===== config.mk =====
export PLATFORM = sky130hd
export DESIGN_NAME = hex_display_scanner_flat
export DESIGN_NICKNAME = d
export VERILOG_FILES = /design/src/rtl/hex_display_scanner_pkg.sv /design/src/rtl/hex_display_scanner_if.sv /design/src/rtl/hex_display_scanner_refresh_divider.sv /design/src/rtl/hex_display_scanner.sv /design/src/flat_wrapper.sv
export SDC_FILE = /design/constraint.sdc
export NUM_CORES = 1
export LEC_CHECK = 0
export ABC_AREA = 1
export BUFFER_PORTS_ARGS = -buffer_cell sky130_fd_sc_hd__buf_2
export CAP_MARGIN = 0
export CORE_AREA = 2 2 73 110
export CTS_CLUSTER_DIAMETER = 40
export DETAILED_ROUTE_END_ITERATION = 10
export DIE_AREA = 0 0 75 112
export PLACE_DENSITY = 0.74
export SYNTH_ARGS = -nofsm -noshare
export SYNTH_HDL_FRONTEND = slang
export SYNTH_SLANG_ARGS = --single-unit

===== constraint.sdc =====
create_clock -name clk -period 2.2 [get_ports clk]
set_input_delay 0.44 -clock clk [delete_from_list [all_inputs] [get_ports clk]]
set_output_delay 0.44 -clock clk [all_outputs]
set_load 0.01 [all_outputs]

===== src/rtl/hex_display_scanner_pkg.sv =====
// Shared constants for the multiplexed seven-segment scanner.
//   HEX_W      : width of one displayed digit (one hex nibble).
//   MAX_DIGITS : largest digit count the scanner supports.
//   ANODE_OFF  : all-ones anode pattern (every digit dark); slice to NUM_DIGITS.
package hex_display_scanner_pkg;

    localparam int HEX_W      = 4;
    localparam int MAX_DIGITS = 8;

    localparam logic [MAX_DIGITS-1:0] ANODE_OFF = '1;

endpackage


===== src/rtl/hex_display_scanner_if.sv =====
// Bus bundle between a display controller and hex_display_scanner.
//   enable      : 1 = scan, 0 = dark and frozen
//   value       : HEX_W*NUM_DIGITS value, nibble 0 = rightmost digit
//   load        : single-cycle capture request for value
//   blank_lz    : suppress leading zero digits
//   hex_digit   : nibble of the lit digit, to the segment decoder
//   anode_n     : active-low digit enables
//   load_ack    : pulse when a pending value reaches the display
//   frame_start : pulse when digit 0 becomes the active digit
// master drives the control side; slave is the scanner.
interface hex_display_scanner_if #(
    parameter int NUM_DIGITS = 4
);

    logic                                                  enable;
    logic [hex_display_scanner_pkg::HEX_W*NUM_DIGITS-1:0]  value;
    logic                                                  load;
    logic                                                  blank_lz;
    logic [hex_display_scanner_pkg::HEX_W-1:0]             hex_digit;
    logic [NUM_DIGITS-1:0]                                 anode_n;
    logic                                                  load_ack;
    logic                                                  frame_start;

    modport master (
        output enable, value, load, blank_lz,
        input  hex_digit, anode_n, load_ack, frame_start
    );

    modport slave (
        input  enable, value, load, blank_lz,
        output hex_digit, anode_n, load_ack, frame_start
    );

endinterface


===== src/rtl/hex_display_scanner_refresh_divider.sv =====
// Digit refresh divider: emits a one-cycle tick every REFRESH_DIV enabled
// clock cycles. The count freezes while enable is low so a paused digit
// resumes with its remaining hold time.
//   clk, rst_n : clock and asynchronous active-low reset
//   enable     : count only while high
//   tick       : high on the last cycle of each hold period
module refresh_divider #(
    parameter int REFRESH_DIV = 50000
) (
    input  logic clk,
    input  logic rst_n,
    input  logic enable,
    output logic tick
);

    // A divide-by-one still needs a one-bit counter to keep widths legal.
    localparam int CNT_W = (REFRESH_DIV > 1) ? $clog2(REFRESH_DIV) : 1;
    localparam logic [CNT_W-1:0] LAST_CNT = CNT_W'(REFRESH_DIV - 1);

    logic [CNT_W-1:0] div_cnt;

    assign tick = enable && (div_cnt == LAST_CNT);

    always_ff @(posedge clk or negedge rst_n) begin
        if (!rst_n) begin
            div_cnt <= '0;
        end else if (enable) begin
            if (div_cnt == LAST_CNT) begin
                div_cnt <= '0;
            end else begin
                div_cnt <= div_cnt + 1'b1;
            end
        end
    end

endmodule


===== src/rtl/hex_display_scanner.sv =====
// Multiplexed NUM_DIGITS-digit seven-segment scanner.
// Shows one nibble of the committed value at a time, with matching
// active-low anode enable. New values are staged in a pending register and
// only copied to the displayed shadow register on the frame-boundary tick,
// so a frame never mixes old and new digits.
//   clk, rst_n : clock and asynchronous active-low reset
//   bus        : hex_display_scanner_if slave (enable, value, load, blank_lz,
//                hex_digit, anode_n, load_ack, frame_start)
module hex_display_scanner #(
    parameter int NUM_DIGITS  = 4,
    parameter int REFRESH_DIV = 50000
) (
    input  logic                   clk,
    input  logic                   rst_n,
    hex_display_scanner_if.slave   bus
);

    import hex_display_scanner_pkg::*;

    localparam int IDX_W   = $clog2(NUM_DIGITS);
    localparam int VAL_W   = HEX_W * NUM_DIGITS;
    localparam int SHIFT_W = IDX_W + $clog2(HEX_W);

    localparam logic [IDX_W-1:0]      LAST_IDX    = IDX_W'(NUM_DIGITS - 1);
    localparam logic [NUM_DIGITS-1:0] ANODES_DARK = ANODE_OFF[NUM_DIGITS-1:0];
    localparam logic [NUM_DIGITS-1:0] ONE_HOT_0   = NUM_DIGITS'(1);

    logic                  tick;
    logic [IDX_W-1:0]      digit_idx;
    logic [IDX_W-1:0]      idx_next;
    logic [VAL_W-1:0]      pending;
    logic                  pending_vld;
    logic [VAL_W-1:0]      shadow;
    logic [VAL_W-1:0]      shadow_next;
    logic                  frame_wrap;
    logic                  commit;
    logic [SHIFT_W-1:0]    shift_amt;
    logic [VAL_W-1:0]      shifted;
    logic                  blank_next;
    logic [HEX_W-1:0]      nibble_next;
    logic [NUM_DIGITS-1:0] anode_next;

    logic [HEX_W-1:0]      hex_digit_q;
    logic [NUM_DIGITS-1:0] anode_n_q;
    logic                  load_ack_q;
    logic                  frame_start_q;

    refresh_divider #(
        .REFRESH_DIV (REFRESH_DIV)
    ) u_refresh_divider (
        .clk    (clk),
        .rst_n  (rst_n),
        .enable (bus.enable),
        .tick   (tick)
    );

    // Next digit index and next shadow value. The output registers are fed
    // from these so that the lit digit reflects the post-tick state, and a
    // freshly committed value is visible starting with digit 0.
    always_comb begin
        frame_wrap  = tick && (digit_idx == LAST_IDX);
        commit      = frame_wrap && pending_vld;
        idx_next    = digit_idx;
        if (tick) begin
            idx_next = frame_wrap ? '0 : digit_idx + 1'b1;
        end
        shadow_next = commit ? pending : shadow;
    end

    // Digit select and leading-zero blanking. Shifting the selected nibble
    // down to bit 0 leaves exactly nibbles idx..NUM_DIGITS-1 in the vector,
    // so "all of it is zero" is the leading-zero test. Digit 0 always stays
    // lit so an all-zero value still shows a single 0.
    always_comb begin
        shift_amt   = SHIFT_W'(idx_next) * SHIFT_W'(HEX_W);
        shifted     = shadow_next >> shift_amt;
        nibble_next = shifted[HEX_W-1:0];
        blank_next  = bus.blank_lz && (idx_next != '0) && (shifted == '0);
        anode_next  = blank_next ? ANODES_DARK : ~(ONE_HOT_0 << idx_next);
    end

    // Scan position, load staging and commit. A load in the commit cycle
    // lands in pending after the old pending has been copied out, so it
    // stays valid for the next frame boundary.
    always_ff @(posedge clk or negedge rst_n) begin
        if (!rst_n) begin
            digit_idx   <= '0;
            pending     <= '0;
            pending_vld <= 1'b0;
            shadow      <= '0;
        end else begin
            digit_idx <= idx_next;
            if (bus.load) begin
                pending     <= bus.value;
                pending_vld <= 1'b1;
            end else if (commit) begin
                pending_vld <= 1'b0;
            end
            if (commit) begin
                shadow <= pending;
            end
        end
    end

    // Registered display outputs. With enable low every anode goes dark on
    // the next cycle while the scan position is held.
    always_ff @(posedge clk or negedge rst_n) begin
        if (!rst_n) begin
            hex_digit_q   <= '0;
            anode_n_q     <= ANODES_DARK;
            load_ack_q    <= 1'b0;
            frame_start_q <= 1'b0;
        end else begin
            hex_digit_q   <= nibble_next;
            anode_n_q     <= bus.enable ? anode_next : ANODES_DARK;
            load_ack_q    <= commit;
            frame_start_q <= frame_wrap;
        end
    end

    assign bus.hex_digit   = hex_digit_q;
    assign bus.anode_n     = anode_n_q;
    assign bus.load_ack    = load_ack_q;
    assign bus.frame_start = frame_start_q;

endmodule

===== src/flat_wrapper.sv =====
// flat-port wrapper written by rule: the top's interface ports become plain ports
module hex_display_scanner_flat import hex_display_scanner_pkg::*;
#(
    parameter int NUM_DIGITS  = 4,
    parameter int REFRESH_DIV = 50000
)
  (clk, rst_n, bus_enable, bus_value, bus_load, bus_blank_lz, bus_hex_digit, bus_anode_n, bus_load_ack, bus_frame_start);
  hex_display_scanner_if #(.NUM_DIGITS(NUM_DIGITS)) bus_i ();
  input  logic clk;
  input  logic rst_n;
  input wire logic [$bits(bus_i.enable)-1:0] bus_enable;
  input wire logic [$bits(bus_i.value)-1:0] bus_value;
  input wire logic [$bits(bus_i.load)-1:0] bus_load;
  input wire logic [$bits(bus_i.blank_lz)-1:0] bus_blank_lz;
  output wire logic [$bits(bus_i.hex_digit)-1:0] bus_hex_digit;
  output wire logic [$bits(bus_i.anode_n)-1:0] bus_anode_n;
  output wire logic [$bits(bus_i.load_ack)-1:0] bus_load_ack;
  output wire logic [$bits(bus_i.frame_start)-1:0] bus_frame_start;
  assign bus_i.enable = bus_enable;
  assign bus_i.value = bus_value;
  assign bus_i.load = bus_load;
  assign bus_i.blank_lz = bus_blank_lz;
  assign bus_hex_digit = bus_i.hex_digit;
  assign bus_anode_n = bus_i.anode_n;
  assign bus_load_ack = bus_i.load_ack;
  assign bus_frame_start = bus_i.frame_start;
  hex_display_scanner #(.NUM_DIGITS(NUM_DIGITS), .REFRESH_DIV(REFRESH_DIV)) u_core (.clk(clk), .rst_n(rst_n), .bus(bus_i));
endmodule

### Yosys cells after proc, flatten, opt, wreduce, memory -nomap -nowiden

Cells that the tools add are included.

* bitwise operators: 1
* mux-type cells: 8
* $add $sub $neg: 2
* eq/ne operators: 2
* reductions and logical operators: 8
* shift-type cells: 2

Operators with widths (number)
* $mux W16: 2
* $add A16 B1 Y16 const B: 1
* $eq A16 B16 Y1 const B: 1
* $logic_not A16 Y1: 1
* $shr A16 B4 Y16: 1
* $mux W4: 2
* $logic_and A1 B1 Y1: 5
* $mux W2: 2
* $not A4 Y4: 1
* $reduce_bool A2 Y1: 2
* $shl A1 B2 Y4 const A: 1
* $add A2 B1 Y2 const B: 1
* $eq A2 B2 Y1 const B: 1
* $mux W1: 2

* register bits: 61
* output and inout port bits: 10
* input port bits: 21

### Depth between registers and ports, before layout

* word-level depth: 10
* depth in mapped cells: 16
* gate-level depth less buffers: 16

### By module

Synthesis repeated with hierarchy kept, for this count alone.

* cells, all modules: 382
* area total of the unflattened synthesis: 3010.4 um^2

Modules (own cells, without submodules)
* hex_display_scanner: instances 1, seq. area each 1131.1 um^2, area each 2048.2 um^2, cells each 248
* refresh_divider: instances 1, seq. area each 400.4 um^2, area each 962.2 um^2, cells each 134

### Least setup slack after synthesis

Ideal clock, no wire load.

* path kind: register -> register
* start point: reg u_core.digit_idx[0]
* end point: reg u_core.anode_n_q[1], in the netlist u_core.bus.anode_n[1]
* stages on the path, launching flop included: 13
* required time: 2.127 ns
* period minus slack after synthesis: 1.893 ns
* data arrival time: 1.820 ns
* path slack: 0.307 ns
* path through: dfrtp_1 -> ha_1 -> buf_6 -> or2_2 -> nand4_2 -> nand2_4 -> inv_8 -> nand3_2 -> nand3_1 -> nand2_2 -> nor2_2 -> nand3_2 -> o21bai_1

* cells in the longest elaborated chain, start to end: 9
* elaborated cells between the ends (all ways): 16

RTL lines
* start, declared: RTL line hex_display_scanner.sv:29 `logic [IDX_W-1:0] digit_idx;`
* start signal, assigned: RTL line hex_display_scanner.sv:92 `digit_idx <= idx_next;`
* parallel branches: the longest is 3 deep, another holds $add A2 B1 Y2
* $mux W2 *: RTL line hex_display_scanner.sv:64 `if (tick) begin`
* net u_core.idx_next[0]: RTL line hex_display_scanner.sv:30 `logic [IDX_W-1:0] idx_next;`
* $shr A16 B4 Y16 *: RTL line hex_display_scanner.sv:76 `shifted = shadow_next >> shift_amt;`
* net u_core.shifted[2]: RTL line hex_display_scanner.sv:38 `logic [VAL_W-1:0] shifted;`
* $logic_not A16 Y1 *: RTL line hex_display_scanner.sv:78 `blank_next = bus.blank_lz && (idx_next != '0) && (shifted == '0);`
* $logic_and A1 B1 Y1 *: RTL line hex_display_scanner.sv:78
* $mux W4 *: RTL line hex_display_scanner.sv:79 `anode_next = blank_next ? ANODES_DARK : ~(ONE_HOT_0 << idx_next);`
* $mux W4 *: RTL line hex_display_scanner.sv:115 `anode_n_q <= bus.enable ? anode_next : ANODES_DARK;`
* end signal, assigned: RTL line hex_display_scanner.sv:115
* end, declared: RTL line hex_display_scanner.sv:44 `logic [NUM_DIGITS-1:0] anode_n_q;`

Mark *: on every way through the listed nets, which the timed path passes.
A chain may end at the register's enable or synchronous reset.

### Worst setup path in the final report

* start point: reg u_core.u_refresh_divider.div_cnt[10]
* end point: reg u_core.anode_n_q[2], in the netlist u_core.bus.anode_n[2]

* cells in the longest elaborated chain, start to end: 10
* elaborated cells between the ends (all ways): 16

RTL lines
* start, declared: RTL line hex_display_scanner_refresh_divider.sv:20 `logic [CNT_W-1:0] div_cnt;`
* start signal, assigned: RTL line hex_display_scanner_refresh_divider.sv:31 `div_cnt <= div_cnt + 1'b1;`
* $eq A16 B16 Y1 *: RTL line hex_display_scanner_refresh_divider.sv:22 `assign tick = enable && (div_cnt == LAST_CNT);`
* $logic_and A1 B1 Y1 *: RTL line hex_display_scanner_refresh_divider.sv:22
* $logic_and A1 B1 Y1: RTL line hex_display_scanner.sv:61 `frame_wrap = tick && (digit_idx == LAST_IDX);`
* $mux W2 or $logic_and A1 B1 Y1 (tied branches): RTL line hex_display_scanner.sv:65, hex_display_scanner.sv:62
* $mux W2 or $mux W16 (tied branches): RTL line hex_display_scanner.sv:64, hex_display_scanner.sv:67
* $shr A16 B4 Y16 *: RTL line hex_display_scanner.sv:76
* net u_core.shifted[1]: RTL line hex_display_scanner.sv:38
* $logic_not A16 Y1 *: RTL line hex_display_scanner.sv:78
* $logic_and A1 B1 Y1 *: RTL line hex_display_scanner.sv:78
* $mux W4 *: RTL line hex_display_scanner.sv:79
* $mux W4 *: RTL line hex_display_scanner.sv:115

The timed path passes the listed nets; every way through them passes the cells marked *.

==> flow_summary_export.csv <==
group,metric,value,unit
clocking,numCtsBuffers,9,
logic_synthesis,synthesis.nets,422,
worst_setup_path,cpPeakStageDelay,0.45,ns
finish,final_net_count,472,
finish,nFillCells,702,
worst_setup_path,r2r_setup_slack,0.13,ns
sta,slew_headroom,0.6451,
routing,met3_length,155,µm
logic_synthesis,synth.distinct_cells,42,
logic_synthesis,syn_area,3272,µm²
global_route,grt_util_all_layers,0.1928,
clocking,cts_root_buf,"clkbuf_16",
clocking,worstSkewPairLatency,0.33,ns
logic_synthesis,ys_warn_count,0,
routing,via_count,2701,
logic_synthesis,synthFlopType,"dfrtp_1",
logic_synthesis,synth-edff-count,0,
logic_synthesis,synth_area_leaders,"dfrtp_1 (44%), nand2_1 (12%), inv_1 (6.8%)",
logic_synthesis,avgSynthCellArea,8.200,µm²
global_route,grt_pass1_vias,2615,
worst_setup_path,end_kind,"flip-flop",
sta,final-hold-violation-count,0,
finish,fin_cells,556,
floorplan,ioPinCount,31,
outcome,status,"finished, final reports clean",
floorplan,die_h,112,µm
sta,period_share,0.9431,
clocking,cts_tree,"yes",
worst_setup_path,path_class,"flip-flop to flip-flop",
placed_design,dp_hpwl,5468,µm
routing,vias_per_cell,4.858,
floorplan,row_count,39,
worst_setup_path,start_kind,"flip-flop",
worst_setup_path,required,2.45,ns
routing,top_layer_used,"met4",
finish,final_common_cell,"nand2_1",
worst_setup_path,r2r_cells,13,
finish,drive_gt1_frac,0.2863,
routing,dr.pass1.iters,4,
global_route,antenna_found_initial,0,
clocking,clk_pin_slew,0.05,ns
sta,tightestPinTransition,0.5323,ns
finish,layout_common_cells,"nand2_1 (97), inv_1 (58), dfrtp_1 (56)",
power,max-vdd-ir-drop,0.0004673,V
placed_design,gp_congestion,0.8956,
worst_setup_path,r2r-end,"u_core.bus.anode_n[2]",
logic_synthesis,yosys.area.top_type_share,0.4359,
power,leakage,2.146,nW
floorplan,start_util,0.4382,
routing,drc_errors,0,
finish,n_antenna_cell,0,
sta,clock.fmax,482.0,MHz
routing,ant_nets,0,
clocking,cts_buffer_depth,2,
worst_setup_path,worstReg2RegStart,"u_core.u_refresh_divider.div_cnt[10]",
finish,multi_input_area,1494,µm²
sta,setup-tns-final,0,ns
worst_setup_path,crit_path_max_fanout,8,
worst_setup_path,path_cells,"nor2_4 -> nand2_2 -> nor2_8 -> nand2_4 -> nor2_8 -> nand4_1 -> nand2_1 -> nor2_1 -> nor2_1 -> nand2_2 -> nor2_4 -> nand3_2 -> o21bai_1",
global_route,grt_overflow,0,
clocking,cts-htree-levels,3,
sta,finClkSkew,0.005067,ns
power,p_per_area,827.1,nW/µm²
worst_setup_path,critPathSlowestCell,"dfrtp_1",
routing,wire_per_inst,13.14,µm
logic_synthesis,synth_cells,399,
placed_design,place_inst,531,
logic_synthesis,synth_seq_cells,61,
routing,routed_wirelength,7307,µm
logic_synthesis,synth_top_cell_by_area,"dfrtp_1",
worst_setup_path,arrival,2.33,ns
routing,met2_wirelength,3860,µm
floorplan,die_area,8400,µm²
sta,fin_crit,2.075,ns
worst_hold_path,hold_class,"input pin to async pin",
floorplan,die_x,75,µm
finish,area_growth,22.33,%
sta,slew_viol_final,0,
finish,seqCellArea,1533,µm²
routing,drt_iter0_markers,112,
global_route,grt_max_degree,42,
placed_design,io_buffers,30,
sta,whs,0.08711,ns
flow_run,maxCapViolCount,0,
clocking,cts_hold_buf,0,
sta,finalSetupViolations,0,
floorplan,core_area,7466,µm²
logic_synthesis,ys_seq_area_frac,0.4681,
routing,wl_met1,2816,µm
global_route,grt_pass1_wl,11950,µm
logic_synthesis,synthArstFlopShare,1.000,
clocking,clock-sinks,61,
## through the flow
stage          total power [mW]  area, µm²  worst slack, ns  utilization
2_1_floorplan             1.765       3272           0.3069            -
3_3_place_gp              1.939       3576           0.1219       0.4790
3_5_place_dp              1.961       3576          0.06661       0.4790
4_1_cts                   3.263       3849          0.04279       0.5155
5_1_grt                   3.484       4003         -0.01809       0.5361
6_report                  3.310       4003           0.1252       0.5361
## where the power goes
group / leakage [nW] / switching, mW / internal (mW)
Clock: 0.134 / 0.470 / 0.822
Combinational: 1.32 / 0.371 / 0.242
Sequential: 0.692 / 0.149 / 1.26
## worst max-delay path by stage
stage | start | endpoint | depth (start not counted)
floorplan | u_core.digit_idx[0] | u_core.bus.anode_n[1] | 12
CTS | u_core.u_refresh_divider.div_cnt[0] | u_core.bus.anode_n[1] | 15
finish | u_core.u_refresh_divider.div_cnt[10] | u_core.bus.anode_n[2] | 13
detailed placement | u_core.u_refresh_divider.div_cnt[0] | u_core.bus.anode_n[1] | 15
global placement | u_core.digit_idx[0] | u_core.bus.anode_n[1] | 11
global route | u_core.u_refresh_divider.div_cnt[6] | u_core.bus.anode_n[2] | 14
## kinds of logic (layout without fill, tap and decap cells)
group           count (synthesis)  in the layout  share of synthesized area
simple gates                  225            225                     0.3622
buf+inv                        78            133                     0.1002
xor+xnor                        4              4                    0.01071
flops                          61             61                     0.4681
compound gates                 29             29                    0.05125
fa+ha+maj                       2              2                   0.007647
## cell type report
cell class,instances,share of cell area
Sequential cell,61,0.3829
Multi-Input combinational cell,260,0.3732
Timing Repair Buffer,50,0.07909
Clock buffer,15,0.06690
Inverter,67,0.06471
Tap cell,102,0.03188
Clock inverter,1,0.001250
## worst max-delay path, delay by kind of cell, from the launching register on
kind / cells / cell delay (ns)
simple gates: 12 / 1.40
flops: 1 / 0.45
compound gates: 1 / 0.15
## layer usage
metal  GRT usage  vias up
li1            -     1355
met1      0.2132     1262
met5           0        -
met3     0.02715       26
met2      0.3158       58
met4      0.1536        0
## flip-flops by register name (all words and copies together) (netlist names)
register                          cells
u_core.bus.anode_n                    4
u_core.bus.frame_start                1
u_core.pending_vld                    1
u_core.shadow                        16
u_core.pending                       16
u_core.bus.load_ack                   1
u_core.digit_idx                      2
u_core.u_refresh_divider.div_cnt     16
u_core.bus.hex_digit                  4
## repair_timing
item / CTS / global route
resized for setup: 0 / 23
setup endpoints to repair: 0 / 4
setup buffers: 0 / 9
## Yosys cell counts (2+ instances only)
cell / instances
a21oi_1: 3
buf_4: 2
buf_6: 2
clkbuf_1: 4
dfrtp_1: 57
dfstp_2: 4
ha_1: 2
inv_1: 59
inv_2: 7
nand2_1: 104
nand2_2: 8
nand2_4: 7
nand3_1: 24
nand3_2: 4
nand4_1: 18
nand4_2: 2
nor2_1: 30
nor2_2: 8
nor2_4: 3
nor2_8: 3
nor3_1: 6
o21ai_0: 16
o21ai_1: 2
o21ai_2: 2
o21bai_1: 3
xor2_1: 3
Note: power is estimated with default switching activity, not from simulation.
